`config.mk`:
```
export PLATFORM = sky130hd
export DESIGN_NAME = mem_status_poller_multi
export DESIGN_NICKNAME = d
export VERILOG_FILES = /design/src/rtl/mem_status_poller_multi.sv
export SDC_FILE = /design/constraint.sdc
export NUM_CORES = 1
export LEC_CHECK = 0
export ABC_AREA = 1
export BUFFER_PORTS_ARGS = -buffer_cell sky130_fd_sc_hd__buf_2
export CAP_MARGIN = 20
export CORE_ASPECT_RATIO = 0.5
export CORE_MARGIN = 8
export CORE_UTILIZATION = 61
export DETAILED_ROUTE_END_ITERATION = 6
export PLACE_DENSITY_LB_ADDON = 0.08
export RECOVER_POWER = 25
export SYNTH_ARGS = -nofsm -noshare
export SYNTH_HDL_FRONTEND = slang
export SYNTH_SLANG_ARGS = --single-unit
```
`constraint.sdc`:
```
create_clock -name clk -period 5.3 [get_ports clk]
set_input_delay 1.59 -clock clk [delete_from_list [all_inputs] [get_ports clk]]
set_output_delay 1.59 -clock clk [all_outputs]
set_load 0.02 [all_outputs]
```
`src/rtl/mem_status_poller_multi.sv`:
```
// Flash status poller: counts SPI transfers to a programmed total,
// then polls Read-Status until the flash reports idle or the limit hits.
module mem_status_poller_multi #(
    parameter int                CNT_W     = 8,
    parameter int                STAT_W    = 8,
    parameter logic [STAT_W-1:0] BUSY_MASK = STAT_W'(1),
    parameter int                POLL_GAP  = 4,
    parameter int                LIMIT_W   = 16
) (
    input  logic               clk,
    input  logic               rst,
    input  logic [CNT_W-1:0]   in_total_transfers,
    input  logic [LIMIT_W-1:0] in_poll_limit,
    input  logic               in_poller_start,
    input  logic               in_xfer_done,
    output logic               out_spi_req_valid,
    input  logic               in_spi_req_ready,
    input  logic               in_spi_rsp_valid,
    input  logic [STAT_W-1:0]  in_spi_rsp_data,
    output logic               out_ready,
    output logic               out_done,
    output logic [CNT_W-1:0]   out_completed,
    output logic [STAT_W-1:0]  out_status,
    output logic [5:0]         out_flags
);

    localparam int GAP_W = (POLL_GAP > 1) ? $clog2(POLL_GAP) : 1;

    typedef enum logic [2:0] {
        S_IDLE,
        S_COUNT,
        S_ISSUE,
        S_WAIT_RSP,
        S_GAP,
        S_DONE
    } state_t;

    state_t             r_state;
    state_t             w_next;
    logic [CNT_W-1:0]   r_total;
    logic [LIMIT_W-1:0] r_limit;
    logic [CNT_W-1:0]   r_completed;
    logic [LIMIT_W-1:0] r_poll_cnt;
    logic [STAT_W-1:0]  r_status;
    logic [4:0]         r_flags;
    logic [GAP_W-1:0]   r_gap_cnt;

    logic [CNT_W-1:0]   w_cnt_inc;
    logic               w_busy;
    logic               w_timeout;
    logic               w_gap_last;
    logic               w_polling;

    assign w_cnt_inc  = r_completed + CNT_W'(1);
    assign w_busy     = (in_spi_rsp_data & BUSY_MASK) != '0;
    assign w_timeout  = (r_limit != '0) && (r_poll_cnt >= r_limit);
    assign w_gap_last = r_gap_cnt == GAP_W'(POLL_GAP - 1);

    always_ff @(posedge clk or posedge rst) begin
        if (rst) r_state <= S_IDLE;
        else     r_state <= w_next;
    end

    always_comb begin
        w_next            = r_state;
        out_ready         = 1'b0;
        out_spi_req_valid = 1'b0;
        out_done          = 1'b0;
        w_polling         = 1'b0;
        unique case (r_state)
            S_IDLE: begin
                out_ready = 1'b1;
                if (in_poller_start)
                    w_next = (in_total_transfers == '0) ? S_ISSUE : S_COUNT;
            end
            S_COUNT: begin
                if (in_xfer_done && (w_cnt_inc == r_total))
                    w_next = S_ISSUE;
            end
            S_ISSUE: begin
                out_spi_req_valid = 1'b1;
                w_polling         = 1'b1;
                if (in_spi_req_ready)
                    w_next = S_WAIT_RSP;
            end
            S_WAIT_RSP: begin
                w_polling = 1'b1;
                if (in_spi_rsp_valid) begin
                    if (!w_busy || w_timeout) w_next = S_DONE;
                    else                      w_next = S_GAP;
                end
            end
            S_GAP: begin
                w_polling = 1'b1;
                if (w_gap_last)
                    w_next = S_ISSUE;
            end
            S_DONE: begin
                out_done = 1'b1;
                w_next   = S_IDLE;
            end
            default: w_next = S_IDLE;
        endcase
    end

    always_ff @(posedge clk or posedge rst) begin
        if (rst) begin
            r_total     <= '0;
            r_limit     <= '0;
            r_completed <= '0;
            r_poll_cnt  <= '0;
            r_status    <= '0;
            r_flags     <= '0;
            r_gap_cnt   <= '0;
        end else begin
            if (in_xfer_done && (r_state != S_COUNT))
                r_flags[3] <= 1'b1;
            unique case (r_state)
                S_IDLE: begin
                    if (in_poller_start) begin
                        r_total     <= in_total_transfers;
                        r_limit     <= in_poll_limit;
                        r_completed <= '0;
                        r_poll_cnt  <= '0;
                        r_flags     <= {in_total_transfers == '0, 4'b0000};
                    end
                end
                S_COUNT: begin
                    if (in_xfer_done) begin
                        r_completed <= w_cnt_inc;
                        if (w_cnt_inc == r_total)
                            r_flags[0] <= 1'b1;
                    end
                end
                S_ISSUE: begin
                    if (in_spi_req_ready && (r_poll_cnt != '1))
                        r_poll_cnt <= r_poll_cnt + LIMIT_W'(1);
                end
                S_WAIT_RSP: begin
                    r_gap_cnt <= '0;
                    if (in_spi_rsp_valid) begin
                        r_status <= in_spi_rsp_data;
                        if (w_busy) begin
                            r_flags[1] <= 1'b1;
                            if (w_timeout)
                                r_flags[2] <= 1'b1;
                        end
                    end
                end
                S_GAP:   r_gap_cnt <= r_gap_cnt + GAP_W'(1);
                S_DONE:  ;
                default: ;
            endcase
        end
    end

    assign out_completed = r_completed;
    assign out_status    = r_status;
    assign out_flags     = {w_polling, r_flags};

endmodule

```
==> flow_summary.yaml, run 1 <==
run:
  maxCapViolCount: 0
clocking:
  cts_buffer_depth: 2
  h-tree-depth: 3
  numCtsBuffers: 9
  cts_resized: 0
  insertion_delay_ps: 330
  cts.sinks: 66
  cts_root_buf: "clkbuf_16"
  cts_hold_buffers: 0
  clk_pin_slew_ps: 50
  cts_setup_buffers: 0
  cts_tree: "yes"
route:
  drcViolationCount: 0
  drt_iter0_drc: 257
  num_vias: 3407
  ant_nets: 0
  wl_um: 8790
  wire_per_inst_um: 13.3
  drt-vias-per-instance: 5.15
  first_pass_iters: 5
timing:
  tns_ps: 0
  grt_setup_unrepaired: "no"
  slew_viol_final: 0
  finClkSkew_ps: 7.79
  setup_viol: 0
  layout_min_cycle_time_ps: 3280
  hold_viol: 0
  period_share: 0.618
  clock.fmax_mhz: 305
  worst_slew_pin_slew_ps: 900
  slew_headroom: 0.398
placement:
  dpl_cell_area_um2: 4300
  dp_cells: 646
  place.gp.congestion: 0.901
  dp_hpwl_um: 6560
  io_buffers: 62
logic_synthesis:
  synth_common_cells: "140 x nand2_1, 76 x inv_1, 66 x dfrtp_1, 38 x o21ai_0, 32 x nand3_1"
  yosysWarnings: 0
  yosys.area_share.adder: 0.0608
  syn_area_per_cell_um2: 7.79
  synth.area.top_cells: "dfrtp_1 42%, nand2_1 13%, inv_1 7.3%, ha_1 6.1%, o21ai_0 4.9%"
  synthCells: 502
  synth_fp_nets: 559
  synth-edff-count: 0
  synthArstFlopShare: 1.00
  yosys.area.top_type: "dfrtp_1"
  ys_seq_area_frac: 0.422
  yosysUniqueCellTypes: 39
  synthMuxAreaShare: 0
  synth_top_area_frac: 0.422
  synth_top_family_by_area: "simple AND/OR/NAND/NOR gates"
  synth-xor-area-share: 0.0134
  synth_ff_type: "dfrtp_1"
  synth_compound_area_frac: 0.108
  synth_simple_gate_area_frac: 0.302
  yosysMostFrequentCell: "nand2_1"
  syn_area_um2: 3910
  synth-seq-cells: 66
cells_and_area:
  fill_cells: 463
  areaGrowthSynthToFinish_pct: 17.6
  stdcell_area_um2: 4600
  drive_above_1_share: 0.186
  n_antenna_cell: 0
  final_cells: 662
  nNetsFinal: 626
grt:
  grt_use_total: 0.200
  antenna_found_initial: 0
  grt_pass1_vias: 3215
  grt_pass1_wl_um: 14800
  grt_max_degree: 43
  grt_remaining_overflow: 0
worst_setup_path:
  crit_family: "flip-flops"
  r2r-end: "out_status[0]"
  crit_chain: "inv_1, nor2_1, inv_1, nand2_1, inv_1, nand2_1, buf_2"
  cp_num_buf_inv: 4
  start_kind: "flip-flop"
  regToRegStartpoint: "r_state[0]"
  cpPeakStageDelay_ps: 560
  cp.arrival_ps: 1690
  cp-end-kind: "output pin"
  critical_path_class: "flip-flop to output pin"
  slowest_stage: "dfrtp_1"
  r2r_slack_ps: 2970
  required_ps: 3710
  reg2reg_depth: 6
  cpMostUsedCell: "inv_1"
  worstPathMaxFanout: 5
power_and_ir_drop:
  peakVddDrop_uv: 312
  clkPwrFrac: 0.275
  p_int_mw: 1.38
  leakage_nw: 2.36
  p_per_area_nw_per_um2: 500
  p_sw_mw: 0.922
  seq_power_share: 0.339
  switching_share: 0.401
  power_frac_comb: 0.387
min_path:
  hold_end: "out_status[6]"
  holdCritStartpoint: "out_status[6]"
  hp-class: "flip-flop to flip-flop"
  whs_path_depth: 2
run_status:
  status: "finished, final reports clean"
floorplanning:
  rows: 20
  die_area_um2: 9390
  io_pins: 63
  coreArea_um2: 6130
  die_h_um: 72.6
  die-width_um: 129
  start_util: 0.638
==> cells in the final DEF (no fill, tap or decap), types with 3 or more instances in the layout <==
cell type	instances
buf_2	62
clkbuf_16	9
nand4_1	10
nor2_4	4
xor2_1	5
inv_1	76
o21ai_1	7
nor4_1	3
nand2_4	5
o22ai_1	8
inv_2	3
nand3_1	32
ha_1	19
dfrtp_1	66
nor2_2	3
o21ai_0	38
nor3_1	9
a21oi_1	13
nand2_1	141
nor2_1	32
==> through the flow <==
stage               total power, mW  utilization  hold WS [ps]  worst slack (ps)
detailed placement             1.67        0.701           458              2360
global route                   2.47        0.750           502              1910
floorplan                      1.45            -           450              2060
finish                         2.30        0.750           469              2020
global placement               1.65        0.701           450              2420
CTS                            2.32        0.753           471              2010
==> area by class of cell <==
cell class                      count  area (µm²)  share of cell area
Multi-Input combinational cell    347        1870               0.408
Clock buffer                       11         243              0.0528
Inverter                           82         324              0.0705
Sequential cell                    66        1650               0.359
Timing Repair Buffer               63         318              0.0691
Clock inverter                      5        77.6              0.0169
Tap cell                           88         110              0.0239
==> registers in the layout, summed over array words and instances, names as in the netlist <==
register	count
out_completed	8
out_status	8
r_gap_cnt	2
r_total	8
r_state	3
r_limit	16
r_flags	5
r_poll_cnt	16
==> logic make-up after synthesis <==
logic type | after synthesis
flops | 66
simple gates | 247
compound gates | 75
xor+xnor | 6
fa+ha+maj | 19
buf+inv | 89
==> worst reg2reg max path, delay by kind of cell (launching register included) <==
family,cells,cell delay [ps]
AND/OR/NAND/NOR,2,730
buffers and inverters,3,720
flip-flops,1,440
AO/OA/AOI/OAI,1,330
==> routing by layer <==
| metal | GRT usage | up-vias | routed length, µm |
|---|---|---|---|
| met2 | 0.338 | 80 | 4140 |
| met5 | 0 | - | 0 |
| li1 | - | 1766 | - |
| met3 | 0.0590 | 9 | 531 |
| met4 | 0.0516 | 0 | 80 |
| met1 | 0.245 | 1552 | 4030 |
==> power groups by stage <==
stage               Sequential (mW)  Combinational, mW  Clock, mW
finish                        0.779              0.889      0.632
detailed placement            0.783              0.891          0
CTS                           0.777              0.904      0.642
floorplan                     0.813              0.639          0
global route                  0.794               1.01      0.666
global placement              0.776              0.869          0
==> worst max path at each step <==
stage               start                to  slack, ps  cells after the start
2_1_floorplan         rst  out_completed[0]       2060                      1
3_3_place_gp   r_state[0]      out_flags[5]       2420                      7
3_5_place_dp   r_state[2]      out_flags[5]       2360                      7
4_1_cts        r_state[2]      out_flags[5]       2010                      7
5_1_grt        r_state[2]      out_flags[5]       1910                      7
6_report       r_state[2]      out_flags[5]       2020                      7
Note: power is estimated with default switching activity, not from simulation.
==> run 2: changes to the inputs <==
--- a/config.mk
+++ b/config.mk
@@ -10,7 +10,7 @@
 export CAP_MARGIN = 20
 export CORE_ASPECT_RATIO = 0.5
 export CORE_MARGIN = 8
-export CORE_UTILIZATION = 61
+export CORE_UTILIZATION = 51
 export DETAILED_ROUTE_END_ITERATION = 6
 export PLACE_DENSITY_LB_ADDON = 0.08
 export RECOVER_POWER = 25
==> constraint.sdc (replaced) <==
create_clock -name clk -period 2.95 [get_ports clk]
set_input_delay 0.885 -clock clk [delete_from_list [all_inputs] [get_ports clk]]
set_output_delay 0.885 -clock clk [all_outputs]
set_load 0.02 [all_outputs]
==> run 2 against run 1 <==
  * Clock skew down 2.0 ps
  * Die area rose by 16%
  * Clock power rose by 82%
  * Critical path type unchanged
  * Critical endpoint unchanged
  * Highest routed layer unchanged
==> flow_summary.yaml, run 2 (synthesized netlist as in run 1, its figures left out) <==
run_status:
  status: "finished, final reports clean"
clocking:
  cts_setup_buffers: 0
  cts_hold_buffers: 0
  cts_buffer_depth: 2
  insertion_delay_ps: 340
  numCtsBuffers: 9
  cts_resized: 0
  h-tree-depth: 3
  cts_root_buf: "clkbuf_16"
  clk_pin_slew_ps: 50
  cts.sinks: 66
  cts_tree: "yes"
worst_setup_path:
  crit_chain: "inv_1, nor2_1, inv_1, nand2_1, inv_1, nand2_1, buf_2"
  cpPeakStageDelay_ps: 570
  start_kind: "flip-flop"
  required_ps: 2070
  cp-end-kind: "output pin"
  cp.arrival_ps: 1690
  slowest_stage: "dfrtp_1"
  worstPathMaxFanout: 5
  critical_path_class: "flip-flop to output pin"
  cpMostUsedCell: "inv_1"
timing:
  slew_headroom: 0.279
  layout_min_cycle_time_ps: 2580
  period_share: 0.873
  setup_viol: 0
  hold_viol: 0
  grt_setup_unrepaired: "no"
  finClkSkew_ps: 5.79
  slew_viol_final: 0
  worst_slack_ps: 373
  worst_slew_pin_slew_ps: 1080
  tns_ps: 0
  clock.fmax_mhz: 388
floorplanning:
  io_pins: 63
  start_util: 0.530
  die_area_um2: 10900
  die_h_um: 77.9
  die-width_um: 140
  coreArea_um2: 7380
  rows: 22
route:
  ant_nets: 0
  first_pass_iters: 4
  wl_um: 8920
  drt-vias-per-instance: 5.05
  drcViolationCount: 0
  wire_per_inst_um: 13.3
  num_vias: 3396
  drt_iter0_drc: 204
cells_and_area:
  drive_above_1_share: 0.193
  final_util: 0.631
  final_cell_mix: "140 x nand2_1, 76 x inv_1, 66 x dfrtp_1, 62 x buf_2, 38 x o21ai_0"
  reg.largest.list: "r_limit: 16 flops, r_poll_cnt: 16 flops"
  final_common_cell: "nand2_1"
  stdcell_area_um2: 4660
  n_antenna_cell: 0
  nNetsFinal: 628
  areaGrowthSynthToFinish_pct: 19.0
grt:
  antenna_found_initial: 0
  grt_use_total: 0.173
  grt_pass1_wl_um: 15200
  grt_max_degree: 37
  grt_pass1_vias: 3279
  grt_remaining_overflow: 0
placement:
  pre_cts_slack_ps: 735
  dp_hpwl_um: 6700
  dpl_cell_area_um2: 4340
  io_buffers: 62
  place.gp.congestion: 0.860
run:
  maxCapViolCount: 0
power_and_ir_drop:
  peakVddDrop_uv: 438
  p_per_area_nw_per_um2: 891
  leakage_nw: 2.39
  power_mw: 4.15
min_path:
  hp-class: "flip-flop to flip-flop"
run 2: cell types whose count changed in the layout (fill, tap and decap cells not counted):
| cell | delta |
|---|---|
| nand2_1 | -1 |
| nor2_8 | +1 |
| inv_4 | +1 |
| nor2_1 | -1 |
| nand2_2 | +1 |
| buf_12 | +1 |
| buf_4 | +1 |
| clkinvlp_2 | -1 |
run 2: path summary, 6_finish.rpt:
kind,startpoint,end,slack [ps],cells past startpoint
min in group asynchronous,rst,r_flags[4],820,2
setup reg to reg,r_poll_cnt[1],r_poll_cnt[6],1050,11
hold reg to reg,out_status[3],out_status[3],460,2
hold / removal,out_status[3],out_status[3],460,2
setup / recovery,r_state[2],out_flags[5],370,7
max in group asynchronous,rst,r_limit[6],1340,3
run 2: worst max-delay path: cells and delay by family (launching register included):
family                 cells  cell delay [ps]
buffers and inverters      4              430
flip-flops                 1              570
AND/OR/NAND/NOR            3              370
run 2: power breakdown:
group | leakage (nW) | switching (mW) | total, mW | internal [mW]
registers | 0.858 | 0.196 | 1.38 | 1.19
clock network | 0.156 | 0.393 | 1.15 | 0.759
logic | 1.37 | 1.07 | 1.61 | 0.541
run 2: area by class of cell:
cell class,instances,area (µm²)
Clock buffer,11,243
Clock inverter,5,77.6
Fill cell,649,2720
Inverter,82,325
Multi-Input combinational cell,347,1890
Sequential cell,66,1650
Tap cell,96,120
Timing Repair Buffer,65,345
run 2: layer usage:
layer / GRT usage / share of wire
met5: 0 / 0
met4: 0.0644 / 0.013
met3: 0.0531 / 0.048
met2: 0.288 / 0.47
met1: 0.209 / 0.47
run 2: per-stage QoR:
step                      std cells  hold slack, ps
final                           672             463
after detailed placement        656             454
after CTS                       672             468
after floorplan                 502             450
after global placement          656             451
after global routing            672             485
